## config.mk

```make
export PLATFORM = sky130hd
export DESIGN_NAME = rr_arbiter_param
export DESIGN_NICKNAME = d
export VERILOG_FILES = /design/src/rtl/rr_arbiter_param.sv
export SDC_FILE = /design/constraint.sdc
export NUM_CORES = 1
export LEC_CHECK = 0
export ABC_AREA = 1
export CAP_MARGIN = 20
export CORE_MARGIN = 5
export CORE_UTILIZATION = 52
export DETAILED_ROUTE_END_ITERATION = 7
export PLACE_DENSITY_LB_ADDON = 0.05
export SYNTH_ARGS = -nofsm -noshare
export SYNTH_HDL_FRONTEND = slang
export SYNTH_SLANG_ARGS = --single-unit
```

## constraint.sdc

```tcl
create_clock -name clk -period 2.6 [get_ports clk]
set_clock_uncertainty 0.2 [all_clocks]
set_input_delay 0.52 -clock clk [delete_from_list [all_inputs] [get_ports clk]]
set_output_delay 0.52 -clock clk [all_outputs]
set_load 0.1 [all_outputs]
```

## src/rtl/rr_arbiter_param.sv

```systemverilog
// N-way round-robin arbiter. The one-hot grant is registered, and an optional
// hold mode lets the current holder keep the grant for up to MAX_HOLD consecutive cycles.
module rr_arbiter_param #(
    parameter  int NUM_REQ  = 4,
    parameter  int MAX_HOLD = 4,
    localparam int IDX_W    = (NUM_REQ > 1) ? $clog2(NUM_REQ) : 1
) (
    input  logic               clk,
    input  logic               rst_n,
    input  logic               en,
    input  logic               hold_mode,
    input  logic [NUM_REQ-1:0] req,
    output logic [NUM_REQ-1:0] grant,
    output logic               grant_valid,
    output logic [IDX_W-1:0]   grant_idx
);

    localparam int SUM_W = IDX_W + 1;
    localparam int HC_W  = $clog2(MAX_HOLD + 1);
    localparam logic [HC_W-1:0]  MAX_HOLD_C = HC_W'(MAX_HOLD);
    localparam logic [SUM_W-1:0] NUM_REQ_S  = SUM_W'(NUM_REQ);
    localparam logic [IDX_W-1:0] PTR_RST    = IDX_W'(NUM_REQ - 1);

    logic [NUM_REQ-1:0] grant_reg, grant_next;
    logic               valid_reg, valid_next;
    logic [IDX_W-1:0]   idx_reg, idx_next;
    logic [IDX_W-1:0]   ptr_reg, ptr_next;
    logic [HC_W-1:0]    hold_cnt_reg, hold_cnt_next;

    logic [IDX_W-1:0]   cand_idx [NUM_REQ];
    logic [NUM_REQ-1:0] rot_req;
    logic [NUM_REQ-1:0] search_onehot;
    logic [IDX_W-1:0]   search_idx;
    logic               search_hit;
    logic               hold_ok;

    // Slot gi of the rotated view corresponds to requester (ptr+1+gi) mod NUM_REQ.
    // ptr+1+gi never exceeds 2*NUM_REQ-1, so a single conditional subtract wraps it.
    generate
        for (genvar gi = 0; gi < NUM_REQ; gi++) begin : g_cand
            logic [SUM_W-1:0] sum;
            assign sum          = SUM_W'(ptr_reg) + SUM_W'(gi + 1);
            assign cand_idx[gi] = (sum >= NUM_REQ_S) ? IDX_W'(sum - NUM_REQ_S) : IDX_W'(sum);
            assign rot_req[gi]  = req[cand_idx[gi]];
        end
    endgenerate

    // The lowest set slot of the rotated view is the first requester after ptr.
    always_comb begin
        search_hit = 1'b0;
        search_idx = '0;
        for (int i = NUM_REQ - 1; i >= 0; i--) begin
            if (rot_req[i]) begin
                search_hit = 1'b1;
                search_idx = cand_idx[i];
            end
        end
    end

    generate
        for (genvar gi = 0; gi < NUM_REQ; gi++) begin : g_dec
            assign search_onehot[gi] = (search_idx == IDX_W'(gi));
        end
    endgenerate

    assign hold_ok = hold_mode && valid_reg && req[idx_reg] && (hold_cnt_reg < MAX_HOLD_C);

    always_comb begin
        grant_next    = grant_reg;
        valid_next    = valid_reg;
        idx_next      = idx_reg;
        ptr_next      = ptr_reg;
        hold_cnt_next = hold_cnt_reg;
        if (en) begin
            if (hold_ok) begin
                hold_cnt_next = hold_cnt_reg + HC_W'(1);
            end else if (search_hit) begin
                // A lone requester wins the search again and restarts its hold count.
                grant_next    = search_onehot;
                valid_next    = 1'b1;
                idx_next      = search_idx;
                ptr_next      = search_idx;
                hold_cnt_next = HC_W'(1);
            end else begin
                // Idle: clear the outputs but keep ptr so that fairness survives the gap.
                grant_next    = '0;
                valid_next    = 1'b0;
                idx_next      = '0;
                hold_cnt_next = '0;
            end
        end
    end

    always_ff @(posedge clk or negedge rst_n) begin
        if (!rst_n) begin
            grant_reg    <= '0;
            valid_reg    <= 1'b0;
            idx_reg      <= '0;
            ptr_reg      <= PTR_RST;
            hold_cnt_reg <= '0;
        end else begin
            grant_reg    <= grant_next;
            valid_reg    <= valid_next;
            idx_reg      <= idx_next;
            ptr_reg      <= ptr_next;
            hold_cnt_reg <= hold_cnt_next;
        end
    end

    assign grant       = grant_reg;
    assign grant_valid = valid_reg;
    assign grant_idx   = idx_reg;

endmodule

```

==> flow_summary.toml <==
[run_status]
outcome = "finished, final reports clean"

[logic_synthesis]
synth_cells = 113
ys_seq_elements = 12
cell_accounting_for_the_most_synthesized_area = "dfrtp_1"
yosys-top-cells-area = "dfrtp_1 31%, nand2_1 20%, nand2_2 9.4%, dfstp_2 6.6%, nand3_1 5.7%"
synth_edf_count = 0
synth_area_um2 = 797
ys_warnings = 0
ys_seq_area_share_pct = 38.0
synthMostInstantiatedCell = "nand2_1"
synth_area_per_cell_um2 = 7.05
synth_top_flop_cell = "dfrtp_1"
async_flop_share_pct = 100
synth_cell_types = 21
synthDominantCellAreaShare_pct = 31.4
syn_nets = 122
synth_commonest_cells = "43 x nand2_1, 12 x inv_1, 12 x nand2_2, 10 x dfrtp_1, 9 x nand3_1"

[floorplan]
num_io_pins = 15
die_width_um = 49.2
initial_util_pct = 54.2
rows = 14
fp.dieH_um = 49.2
fp.coreArea_um2 = 1470
design.die.area_um2 = 2420

[routing]
routedWlPerCell_um = 11.2
drt_iter0_drc = 21
ant_nets = 0
dr_total_vias = 740
post_drt_via_cell_ratio = 5.07
drc = 0
drt_first_pass_iters = 4
route.final.wire_length_um = 1630

[clock_tree]
cts_inserted_buffers = 3
postCtsSetupRepairBufs = 0
cts.htree.levels = 1
clock-root-buffer = "clkbuf_4"
cts_hold_buffers = 0
cts_sinks = 12
clock_tree_from_tritoncts = "done"
clkTransAtPathRegs_ns = 0.07
cts-resized-gates = 0
clk_path_buf_depth = 2
clock_latency_ns = 0.27

[timing]
unrepaired_setup_endpoints_after_global_routing = "false"
whs_ns = 0.302
layout_min_cycle_time_ns = 1.92
total_count_of_max_transition_violations_in_the_final_report = 0
worst_slew_margin_rel_pct = 66.7
max_slew.worst_pin.slew_ns = 0.499
timing.final.setup_violations = 0
final.setup.tns_ns = 0
timing.fmax_mhz = 521
final-hold-violation-count = 0
finalCritPeriodShare_pct = 73.8

[global_route]
grt_first_pass_wirelength_um = 2890
via_count_of_the_first_global_routing_pass = 696
global_route.overflow_total = 0
grt_start_max_net_pins = 13
gr-usage-all-layers_pct = 15.3
grt_antenna_before_repair = 0

[worst_setup_path]
worst-endpoint-arrival_ns = 1.88
slowest_delay_ns = 0.51
critical_path_class = "in2reg"
crit_chain = "clkdlybuf4s50_1 > nand2_1 > nand3_1 > nand3_2 > nand2_1 > inv_1 > nand2_1 > o21ai_0"
cp.required_ns = 2.56
crit_top_cell = "nand2_1"
critical-path-top-delay-family = "buffers and inverters"
crit_fanout = 7
slowest_stage_cell_cp = "clkdlybuf4s50_1"
worst_setup_path_end_kind = "flop"
worstSetupStartpointType = "primary input"
worst-path-buf-inv = 2

[finish]
insertedDiodeCount = 0
finish.net_count = 140
largest_reg_flops = 4
post_route_cells_drive_above_1_share_pct = 27.7
utilization_pct = 65.6
layout-area-overhead-vs-synth_pct = 21.0

[worst_hold_path]
min-delay-path-class = "reg2reg"

[place]
port_buffers = 14
hpwl_um = 1250
gp_congestion = 0.833

[job]
maxCapViolCount = 0
==> worst register-to-register path, cell delays in order (launching register included) <==
cell	delay (ns)
dfstp_2	0.66
inv_2	0.12
nand2_1	0.12
nand2_4	0.07
nand2_2	0.08
nand2_2	0.05
nand2_2	0.09
nand2_2	0.06
nand2_2	0.05
nand2_2	0.06
nand3_1	0.07
nand2_1	0.07
==> metal layers <==
metal / vias up / track usage [%] / share of wire, % / wire [µm]
met5: - / 0 / 0 / 0
met4: 0 / 8.07 / 1.2 / 19
met3: 2 / 3.98 / 4.5 / 73
met2: 15 / 25.1 / 51 / 826
met1: 337 / 17.9 / 44 / 714
li1: 386 / - / - / -
==> cells by family (layout without fill, tap and decap cells) <==
family          count (synthesis)  in the layout  synth area share, %
compound gates                 10             10                 7.69
fa+ha+maj                       1              1                 1.57
buf+inv                        17             34                 8.95
flops                          12             12                 38.0
simple gates                   73             73                 43.8
==> area by class of cell <==
class / count / area (µm²)
repair buffers: 14 / 123
inverters: 16 / 60.1
fillers: 135 / 507
multi-input cells: 84 / 423
clock buffers: 4 / 36.3
flip-flops and latches: 12 / 303
well taps: 16 / 20.0
==> stage by stage <==
| stage | setup WS, ns | instances | cell area, µm² |
|---|---|---|---|
| 6_report | 0.680 | 146 | 965 |
| 3_5_place_dp | 0.397 | 142 | 928 |
| 3_3_place_gp | 0.446 | 142 | 928 |
| 2_1_floorplan | 0.529 | 113 | 797 |
| 5_1_grt | 0.547 | 146 | 965 |
| 4_1_cts | 0.677 | 146 | 965 |
==> worst paths after layout <==
| check | cells past startpoint | start | slack (ns) | end |
|---|---|---|---|---|
| setup / recovery | 8 | req[3] | 0.68 | grant_idx[1] |
| hold / removal | 2 | grant[3] | 0.30 | grant[3] |
| setup reg to reg | 11 | ptr_reg[0] | 0.79 | grant[1] |
| hold reg to reg | 2 | grant[3] | 0.30 | grant[3] |
| max in group asynchronous | 1 | rst_n | 1.47 | ptr_reg[1] |
| min in group asynchronous | 1 | rst_n | 0.38 | hold_cnt_reg[2] |
==> placed cells by master (no fill, tap or decap), drive strengths merged <==
cell type,Yosys,layout
o21ai,7,7
or2,1,1
o211ai,1,1
and3,1,1
nor2,2,2
dfrtp,10,10
clkbuf,0,4
nor3,1,1
a21oi,1,1
nand2,57,57
nand3,11,11
clkdlybuf4s50,0,7
inv,16,16
ha,1,1
dfstp,2,2
buf,1,7
o22ai,1,1
Power is left out: the tool's default activity adds up to more than one toggle a clock period on the data nets, which glitch-free logic cannot reach.
